## src/rtl/dark_rr_arbiter.sv

```systemverilog
// dark_rr_arbiter: round-robin arbiter and transaction sequencer sharing one
// memory port among NCORES darkmm masters. One core is latched at a time,
// the READY/VALID handshake is run toward memory, and read data is returned
// on a broadcast bus while every other requester is held in halt.
//
// Optional build macro: DARK_ARB_STATS_EN adds the ARB_CNT output carrying a
// saturating 16-bit per-core count of completed turns (timeouts included).
//
// state  | meaning
// -------+-----------------------------------------------------------------
// IDLE   | no owner; pick the next pending core after the RR pointer
// ISSUE  | ARB_VALID high, latched fields held until MEM_READY
// WAIT   | waiting for MEM_VALID; timeout down-counter running
// DONE   | one cycle: owner released from halt, REQ_DATAI valid, pointer moves

module dark_rr_arbiter #(
  parameter int NCORES   = 2,
  parameter int MAX_WAIT = 255
) (
  input  logic                 XCLK,
  input  logic                 XRES,
  input  logic [NCORES*32-1:0] REQ_ADDR,
  input  logic [NCORES*32-1:0] REQ_DATA,
  input  logic [NCORES*4-1:0]  REQ_BE,
  input  logic [NCORES-1:0]    REQ_RD,
  input  logic [NCORES-1:0]    REQ_WR,
  output logic [31:0]          REQ_DATAI,
  output logic [NCORES-1:0]    REQ_HLT,
  output logic [31:0]          ARB_ADDR,
  output logic [31:0]          ARB_DATA,
  output logic [3:0]           ARB_BE,
  output logic                 ARB_RD,
  output logic                 ARB_WR,
  output logic                 ARB_VALID,
  output logic [NCORES-1:0]    ARB_GNT,
  output logic                 ARB_ERR,
`ifdef DARK_ARB_STATS_EN
  output logic [NCORES*16-1:0] ARB_CNT,
`endif
  input  logic                 MEM_READY,
  input  logic                 MEM_VALID,
  input  logic [31:0]          MEM_DATA
);

  localparam int IDXW = (NCORES > 1) ? $clog2(NCORES) : 1;
  // Timer counts down from here; reaching zero without MEM_VALID means the
  // MAX_WAIT-th WAIT cycle has gone by.
  localparam logic [7:0] WAIT_LOAD = 8'(MAX_WAIT - 1);
  localparam logic [31:0] TIMEOUT_DATA = 32'hDEADBEEF;

  typedef enum logic [1:0] {
    ST_IDLE  = 2'd0,
    ST_ISSUE = 2'd1,
    ST_WAIT  = 2'd2,
    ST_DONE  = 2'd3
  } state_t;

  state_t            state_q, state_d;
  logic [IDXW-1:0]   ptr_q, ptr_d;
  logic [IDXW-1:0]   idx_q, idx_d;
  logic [NCORES-1:0] gnt_q, gnt_d;
  logic [31:0]       addr_q, addr_d;
  logic [31:0]       data_q, data_d;
  logic [3:0]        be_q, be_d;
  logic              rd_q, rd_d;
  logic              wr_q, wr_d;
  logic [31:0]       datai_q, datai_d;
  logic              err_q, err_d;
  logic [7:0]        wait_q, wait_d;

  logic [NCORES-1:0] pending;
  logic [IDXW-1:0]   pick;

  // Lowest pending index strictly above the pointer wins; if none, wrap and
  // take the lowest pending index at or below it.
  function automatic logic [IDXW-1:0] rr_pick(input logic [NCORES-1:0] pend,
                                              input logic [IDXW-1:0]   ptr);
    logic [IDXW-1:0] res;
    logic            hit;
    res = '0;
    hit = 1'b0;
    for (int j = NCORES - 1; j >= 0; j--) begin
      if (pend[j] && (IDXW'(j) > ptr)) begin
        res = IDXW'(j);
        hit = 1'b1;
      end
    end
    if (!hit) begin
      for (int j = NCORES - 1; j >= 0; j--) begin
        if (pend[j] && (IDXW'(j) <= ptr)) begin
          res = IDXW'(j);
        end
      end
    end
    return res;
  endfunction

  assign pending = REQ_RD | REQ_WR;
  assign pick    = rr_pick(pending, ptr_q);

  // Halt every pending core except the owner during its DONE cycle.
  assign REQ_HLT = pending & ~({NCORES{state_q == ST_DONE}} & gnt_q);

  // Next-state, latch and timer logic for the arbitration sequence.
  always_comb begin
    state_d = state_q;
    ptr_d   = ptr_q;
    idx_d   = idx_q;
    gnt_d   = gnt_q;
    addr_d  = addr_q;
    data_d  = data_q;
    be_d    = be_q;
    rd_d    = rd_q;
    wr_d    = wr_q;
    datai_d = datai_q;
    err_d   = 1'b0;
    wait_d  = wait_q;
    case (state_q)
      ST_IDLE: begin
        if (|pending) begin
          idx_d   = pick;
          gnt_d   = NCORES'(1) << pick;
          addr_d  = REQ_ADDR[{pick, 5'd0} +: 32];
          data_d  = REQ_DATA[{pick, 5'd0} +: 32];
          be_d    = REQ_BE[{pick, 2'd0} +: 4];
          rd_d    = REQ_RD[pick];
          wr_d    = REQ_WR[pick];
          state_d = ST_ISSUE;
        end
      end
      ST_ISSUE: begin
        if (MEM_READY) begin
          wait_d  = WAIT_LOAD;
          state_d = ST_WAIT;
        end
      end
      ST_WAIT: begin
        if (MEM_VALID) begin
          if (rd_q) begin
            datai_d = MEM_DATA;
          end
          state_d = ST_DONE;
        end else if (wait_q == 8'd0) begin
          datai_d = TIMEOUT_DATA;
          err_d   = 1'b1;
          state_d = ST_DONE;
        end else begin
          wait_d = wait_q - 8'd1;
        end
      end
      ST_DONE: begin
        ptr_d   = idx_q;
        gnt_d   = '0;
        state_d = ST_IDLE;
      end
      default: begin
        state_d = ST_IDLE;
      end
    endcase
  end

  // State and latched-field registers with synchronous reset.
  always_ff @(posedge XCLK) begin
    if (XRES) begin
      state_q <= ST_IDLE;
      ptr_q   <= IDXW'(NCORES - 1);
      idx_q   <= '0;
      gnt_q   <= '0;
      addr_q  <= '0;
      data_q  <= '0;
      be_q    <= '0;
      rd_q    <= 1'b0;
      wr_q    <= 1'b0;
      datai_q <= '0;
      err_q   <= 1'b0;
      wait_q  <= '0;
    end else begin
      state_q <= state_d;
      ptr_q   <= ptr_d;
      idx_q   <= idx_d;
      gnt_q   <= gnt_d;
      addr_q  <= addr_d;
      data_q  <= data_d;
      be_q    <= be_d;
      rd_q    <= rd_d;
      wr_q    <= wr_d;
      datai_q <= datai_d;
      err_q   <= err_d;
      wait_q  <= wait_d;
    end
  end

  assign REQ_DATAI = datai_q;
  assign ARB_ADDR  = addr_q;
  assign ARB_DATA  = data_q;
  assign ARB_BE    = be_q;
  assign ARB_RD    = rd_q;
  assign ARB_WR    = wr_q;
  assign ARB_VALID = (state_q == ST_ISSUE);
  assign ARB_GNT   = gnt_q;
  assign ARB_ERR   = err_q;

`ifdef DARK_ARB_STATS_EN
  logic [15:0] cnt_q [NCORES];
  logic [15:0] cnt_d [NCORES];

  // Count DONE cycles per owner, saturating at all-ones.
  always_comb begin
    for (int j = 0; j < NCORES; j++) begin
      cnt_d[j] = cnt_q[j];
      if ((state_q == ST_DONE) && gnt_q[j] && (cnt_q[j] != 16'hFFFF)) begin
        cnt_d[j] = cnt_q[j] + 16'd1;
      end
    end
  end

  // Turn counters, cleared only by reset.
  always_ff @(posedge XCLK) begin
    if (XRES) begin
      for (int j = 0; j < NCORES; j++) begin
        cnt_q[j] <= '0;
      end
    end else begin
      for (int j = 0; j < NCORES; j++) begin
        cnt_q[j] <= cnt_d[j];
      end
    end
  end

  for (genvar g = 0; g < NCORES; g++) begin : g_cnt
    assign ARB_CNT[16*g +: 16] = cnt_q[g];
  end
`endif

endmodule
```

## config.mk

```make
export PLATFORM = sky130hd
export DESIGN_NAME = dark_rr_arbiter
export DESIGN_NICKNAME = d
export VERILOG_FILES = /design/src/rtl/dark_rr_arbiter.sv
export SDC_FILE = /design/constraint.sdc
export NUM_CORES = 1
export LEC_CHECK = 0
export CAP_MARGIN = 20
export CORE_MARGIN = 2
export CORE_UTILIZATION = 30
export CTS_CLUSTER_DIAMETER = 30
export DETAILED_ROUTE_END_ITERATION = 10
export MAX_ROUTING_LAYER = met4
export PLACE_DENSITY_LB_ADDON = 0.05
export SYNTH_ARGS = -nofsm -noshare
export SYNTH_HDL_FRONTEND = slang
export SYNTH_SLANG_ARGS = --single-unit
```

## constraint.sdc

```tcl
create_clock -name XCLK -period 2 [get_ports XCLK]
set_clock_uncertainty 0.1 [all_clocks]
set_input_delay 0.6 -clock XCLK [delete_from_list [all_inputs] [get_ports XCLK]]
set_output_delay 0.6 -clock XCLK [all_outputs]
set_load 0.02 [all_outputs]
```

==> summary.md, run 1 <==
| Metric | Value |
|---|---|
| Least-Margin Pin Slew | 0.504 ns |
| Hold path cells | 2 |
| Layout Cells excl Fill | 1,074 |
| Initial Util | 30.4% |
| Min-delay src | wait_q[0] |
| Post-Place Cells | 1,039 |
| Layout area overhead | 81.2% |
| GPL Wtd Cong | 0.823 |
| Peak Freq | 510 MHz |
| Reg2Reg Depth | 7 |
| Average size of a mapped cell | 9.34 sq um |
| Fin. Hold Viols | 0 |
| Mapped cell area | 0.00501 sq mm |
| Vias in the first global route | 5,906 |
| Unrepaired setup endpoints after global routing | true |
| Setup CP Type | flop to primary output |
| Delay-heaviest family, CP | flip-flops |
| Largest net degree at the start of global routing | 82 |
| Root Driver | clkbuf_16 |
| TritonCTS Buffers | 17 |
| Power Density | 1340 mW/mm^2 |
| Unique masters post-synth | 49 |
| Initial antenna violation count | 0 |
| Final core occ | 55.2% |
| Crit path DAT | 1.26 ns |
| Height of the die | 133 um |
| FF-to-FF Start | state_q[0] |
| Die ar. | 0.0178 sq mm |
| Die Width | 133 um |
| Clk sinks | 117 |
| GRT overflow | 0 |
| Fin. max-slew vios | 0 |
| Synth Instances | 537 |
| IR drop worst, VDD | 0.846 mV |
| Nature of the critical path endpoint | primary output |
| Total track usage | 22.2% |
| CTS clk-pin slew, worst paths | 0.05 ns |
| Htree depth | 4 |
| Core ar. | 0.0165 sq mm |
| Crit Path Max Fanout | 4 |
| Via count | 5,654 |
| FF-to-FF End | wait_q[4] |
| Clock Path Buffers | 2 |
| Final worst setup slack | 0.0403 ns |
| Critical path cell sequence | ha_2 > a21oi_1 > buf_4 |
| Final period util | 98.0% |
| Worst-Skew Late Latency | 0.40 ns |
| Power Total | 12,200 uW |
| Sequential cell area fraction in the yosys report | 46.7% |
| Crit path time final | 1.96 ns |
| Synth top area share | 46.7% |
| Data required, critical path | 1.30 ns |
| Final routed DRC violation total | 0 |
| PortBufs | 283 |
| Synth area leaders | dfxtp_1 (47%), a2bb2oi_1 (6.5%), a222oi_1 (6.2%) |
| Wire per inst | 18.1 um |
| TritonCTS clock tree | done |
| Synth Net Count | 720 |
| Proportion of layout cells with a drive suffix above 1 | 16.6% |
| Asr flop ratio synth | 0% |
| EDFF count, synth | 0 |
| Synth Warn # | 0 |
| Critical path buffers and inverters | 1 |
| First-iteration detailed-routing DRC count | 369 |
| Post-Route WL | 19,400 um |
| TritonRoute pass-1 iters | 7 |
| R2R Setup Slk | 0.11 ns |
| MaxCap Viol Count | 0 |
| Synth area leader | dfxtp_1 |
| DP Wirelength | 13,500 um |
| DRT antenna net count | 0 |
| Run status | finished clean |
| Slowest CP cell | dfxtp_4 |
| HP Class | flop to flop |
| Final layout net count | 1,024 |
| CP max stage delay | 0.36 ns |
| Pre-CTS setup slack | -0.573 ns |
| Core Rows | 47 |
| Area after DPL | 0.00846 sq mm |
| Critical path launch point type | flop |
| Final setup violation count | 0 |
| Slew HR | 66.3% |
| Ys flop type | dfxtp_1 |
| Ant diodes | 0 |
| Leak | 0.00394 uW |
| Final instance area | 0.00908 sq mm |
| First-pass GRT wire length | 30,200 um |
| Yosys reg bits | 117 |
| Worst Hold Endpoint | wait_q[0] |
| Ports | 284 |
| Via density per instance | 5.26 |
==> cells in the mapped netlist (3+ instances only) <==
| cell type | number |
|---|---|
| nand2b_1 | 4 |
| buf_1 | 6 |
| a21oi_1 | 54 |
| and3_1 | 3 |
| o21ai_0 | 13 |
| a31oi_1 | 7 |
| nor2_1 | 77 |
| ha_1 | 7 |
| nand3_1 | 3 |
| o21a_1 | 3 |
| o31ai_1 | 4 |
| nand2_1 | 15 |
| a22oi_1 | 37 |
| or4_1 | 4 |
| o221a_2 | 24 |
| a222oi_1 | 31 |
| buf_2 | 7 |
| nor2b_1 | 4 |
| a2bb2oi_1 | 37 |
| dfxtp_1 | 117 |
| inv_1 | 8 |
| clkbuf_1 | 40 |
==> per-stage QoR <==
stage | TNS [ns] | hold slack [ns]
after global routing | -0.0733 | 0.403
after CTS | -0.00384 | 0.376
after global placement | -43.87 | 0.362
after floorplan | 0 | 0.343
after detailed placement | -46.61 | 0.368
final | 0 | 0.376
==> worst min-delay path, stage by stage, from the launching register on <==
cell     delay, ns
dfxtp_1       0.30
o21ai_0       0.06
a21oi_1       0.06
==> how the worst max path moves through the flow <==
stage                from            to  cells past startpoint
3_5_place_dp    REQ_RD[1]    REQ_HLT[1]                      4
2_1_floorplan   REQ_RD[0]  ARB_ADDR[22]                      7
6_report       state_q[0]    REQ_HLT[0]                      3
5_1_grt        state_q[0]    REQ_HLT[0]                      3
3_3_place_gp    REQ_WR[1]    REQ_HLT[1]                      4
4_1_cts        state_q[0]    REQ_HLT[1]                      3
==> per-layer routing <==
layer | vias to the layer above | global-route usage (%) | wire, um
met4 | 0 | 9.16 | 473
met1 | 2697 | 24.8 | 7770
met3 | 33 | 6.01 | 1390
met5 | - | - | 0
met2 | 236 | 37.5 | 9800
li1 | 2688 | - | -
==> logic make-up (layout without fill, tap and decap cells) <==
group,after synthesis,count (layout),synth area share [%]
muxes,1,1,0.200
buffers and inverters,65,382,5.42
and+or+nand+nor,123,123,11.2
DFF,117,117,46.7
AOI/OAI and AO/OA,224,224,34.8
adders and majority gates,7,7,1.75
==> timing repair <==
item	CTS	global route
buffers inserted	0	1
pin swaps	4	4
cloned	2	0
setup endpoints to repair	183	38
gates resized for setup	139	11
hold buffers	0	0
endpoints found under the hold margin	0	0
==> flip-flops by register name (all words and copies together), names as in the netlist <==
name,count
ARB_RD,1
wait_q,8
ptr_q,1
ARB_ERR,1
ARB_ADDR,32
REQ_DATAI,32
state_q,2
ARB_BE,4
ARB_DATA,32
idx_q,1
ARB_GNT,2
ARB_WR,1
==> cells in the final DEF (no fill, tap or decap), types with 2 or more instances in the layout <==
cell type          n
nand4_1            2
clkbuf_16         17
o21a_1             3
and3_1             2
buf_4             43
a22oi_1           37
nor2b_1            3
ha_4               2
a2bb2oi_2          2
and2_1             2
clkinvlp_4         4
bufbuf_16          2
o31ai_1            4
a21oi_1           53
dlygate4sd2_1    109
clkinv_4           2
nand2_1           15
a31oi_1            7
o21ai_0           12
buf_2              2
a222oi_1          31
clkdlybuf4s50_1  169
inv_1              6
a2bb2oi_1         35
clkinv_2           3
nor2_1            76
nand3_1            3
inv_2              2
or4_1              4
inv_6              3
buf_12            12
bufinv_16          3
o221a_2           24
buf_6              3
o211ai_1           2
dfxtp_1          115
nand2b_1           4
ha_2               2
ha_1               3
==> cell type report <==
| type | instances | area (sq um) |
|---|---|---|
| clock buffers | 17 | 425 |
| clock inverters | 15 | 179 |
| fillers | 1503 | 7380 |
| inverters | 9 | 33.8 |
| multi-input cells | 355 | 2490 |
| flip-flops and latches | 117 | 2350 |
| well taps | 220 | 275 |
| repair buffers | 341 | 3330 |
==> where the power goes <==
part	internal [uW]	switching (uW)
combinational	2740	2930
clock	1970	1160
sequential	2980	375
total	7680	4470
Note: power is estimated with default switching activity, not from simulation.
==> run 2: changes to the inputs <==
Settings changed: CORE_MARGIN 2 to not set, CTS_CLUSTER_DIAMETER 30 to not set.
==> summary.md, run 2 (synthesis gave the netlist of run 1 again) <==
| Metric | Value |
|---|---|
| Data required, critical path | 2.19 ns (+0.89 ns) |
| Worst-Skew Late Latency | 0.41 ns (about the same) |
| PortBufs | 283 (unchanged) |
| Delay-heaviest family, CP | compound AO/OA/AOI/OAI gates |
| Root Driver | clkbuf_16 |
| Total track usage | 22.6% (+0.39 points) |
| Height of the die | 131 um (-1.5%) |
| Largest net degree at the start of global routing | 92 (+12%) |
| IR drop worst, VDD | 0.757 mV (-11%) |
| Power Total | 11,800 uW (-2.8%) |
| Via count | 5,583 (-1.3%) |
| Proportion of layout cells with a drive suffix above 1 | 15.6% (-1.1 points) |
| R2R Setup Slk | 0.11 ns (about the same) |
| Commonest non-fill, non-tap cell in the layout | clkdlybuf4s50_1 |
| Crit path depth | 7 (+4) |
| Htree depth | 4 (unchanged) |
| Final setup violation count | 0 (unchanged) |
| Crit path DAT | 2.15 ns (+0.89 ns) |
| Ports | 284 (unchanged) |
| Via density per instance | 5.28 (+0.24%) |
| Crit path time final | 1.96 ns (-0.00344 ns) |
| Least-Margin Pin Slew | 0.791 ns (+0.287 ns) |
| First-pass GRT wire length | 30,000 um (-0.50%) |
| Area after DPL | 0.00827 sq mm (-2.2%) |
| Leak | 0.00382 uW (-3.0%) |
| Run status | finished clean |
| Reg2Reg Depth | 4 (-3) |
| Nature of the critical path endpoint | flop |
| Leading cell types in the layout, fill and taps excluded | clkdlybuf4s50_1 (170), dfxtp_1 (115), dlygate4sd2_1 (109) |
| First-iteration detailed-routing DRC count | 388 (+5.1%) |
| Pre-CTS setup slack | -0.587 ns (-0.0140 ns) |
| Crit Path Max Fanout | 38 (+34) |
| FF-to-FF End | wait_q[6] |
| Peak Freq | 511 MHz (+0.18%) |
| Wire per inst | 18.0 um (-0.36%) |
| FF-to-FF Start | wait_q[2] |
| MaxCap Viol Count | 0 (unchanged) |
| TritonRoute pass-1 iters | 6 (-1) |
| Slew HR | 46.9% (-19 points) |
| Core Rows | 46 (-2.1%) |
| Die Width | 131 um (-1.5%) |
| Vias in the first global route | 5,728 (-3.0%) |
| Final period util | 97.8% (-0.17 points) |
| Fin. max-slew vios | 0 (unchanged) |
| Final routed DRC violation total | 0 (unchanged) |
| Clk sinks | 117 (unchanged) |
| DP Wirelength | 13,000 um (-4.0%) |
| Setup CP Type | input port to flop |
| Post-Route WL | 19,100 um (-1.8%) |
| Final instance area | 0.00889 sq mm (-2.1%) |
| Initial antenna violation count | 0 (unchanged) |
| Power Density | 1330 mW/mm^2 (-0.72%) |
| GPL Wtd Cong | 0.773 (-6.0%) |
| DRT antenna net count | 0 (unchanged) |
| Slowest CP cell | o41a_1 |
| HP Class | flop to flop |
| Core ar. | 0.0161 sq mm (-2.1%) |
| Ant diodes | 0 (unchanged) |
| Final worst setup slack | 0.0437 ns (+0.00344 ns) |
| Die ar. | 0.0172 sq mm (-3.0%) |
| GRT overflow | 0 (unchanged) |
| CP max stage delay | 0.46 ns (+0.10 ns) |
| Layout area overhead | 77.4% |
| Hold-fix buffers at CTS | 0 (unchanged) |
| Crit. Startpoint | REQ_WR[0] |
| Clock Path Buffers | 2 (unchanged) |
| Crit path to | ARB_DATA[8] |
| Initial Util | 31.1% (+0.66 points) |
| TritonCTS clock tree | done |
| Critical path cell sequence | dlygate4sd2_1 > buf_4 > o41a_1 > buf_12 > a22oi_1 > a2bb2oi_1 > nor2_1 |
| Critical path buffers and inverters | 3 (+2) |
| Fin. Hold Viols | 0 (unchanged) |
| TritonCTS Buffers | 17 (unchanged) |
| Critical path launch point type | input port |
| Final layout net count | 1,012 (-1.2%) |
| CTS clk-pin slew, worst paths | 0.06 ns (about the same) |
[run 2: changes by cell type in the layout (fill, tap and decap cells not counted), sizes merged]
cell	before	now
bufbuf	2	0
clkbuf	17	18
dlymetal6s2s	1	0
bufinv	3	2
clkdlybuf4s50	169	170
buf	60	50
[run 2: worst min-delay path: stages, from the launching register on]
cell	delay, ns
dfxtp_1	0.30
o21ai_0	0.06
a21oi_1	0.06
[run 2: cell type report]
class                      instances  area (sq um)
sequential                       117          2350
timing repair buffer             329          3140
inverter                           9          33.8
tap                              216           270
clock buffer                      18           439
fill                            1467          7220
clock inverter                    14           153
multi-input combinational        355          2510
[run 2: per-layer routing]
metal | up-vias | part of all wire [%] | global-route usage [%]
met4 | 0 | 1.8 | 7.24
met5 | - | 0 | -
li1 | 2652 | - | -
met2 | 234 | 49 | 37.6
met1 | 2675 | 41 | 25.2
met3 | 22 | 7.7 | 7.91
[run 2: worst min path at each step]
stage          cells after the start            end     startpoint
4_1_cts                            2  REQ_DATAI[14]  REQ_DATAI[14]
3_3_place_gp                       2  REQ_DATAI[14]  REQ_DATAI[14]
5_1_grt                            2   ARB_DATA[27]   ARB_DATA[27]
2_1_floorplan                      2          ptr_q          idx_q
6_report                           2  REQ_DATAI[20]  REQ_DATAI[20]
3_5_place_dp                       2  REQ_DATAI[14]  REQ_DATAI[14]
[run 2: metrics by stage]
step                      instances  utilization [%]  hold WS [ns]  setup TNS (ns)
after floorplan                 537                -         0.343               0
after CTS                      1055             54.8         0.373               0
after detailed placement       1017             51.3         0.367          -47.13
after global routing           1058             55.2         0.405        -0.00203
after global placement         1017             51.3         0.360          -44.69
final                          1058             55.2         0.372               0
[run 2: repair_timing]
item                                   4_1_cts  5_1_grt
setup endpoints to repair                  183       21
setup buffers                                5        5
endpoints found under the hold margin        0        0
gates resized for setup                    136       16
pin swaps                                    4        9
cloned                                       1        0
[run 2: report_power, final]
group          total, uW  switching, uW  leakage [uW]  internal [uW]
combinational       5410           2900       0.00258           2510
sequential          3350            375      0.000962           2980
clock               3060           1180      0.000279           1880
==> run 3: changes to the inputs <==
Settings changed: ABC_CLOCK_PERIOD_IN_PS set to 2000.
==> results of run 3 <==
Same layout as run 2: the final DEF is identical, and so are final timing and power.
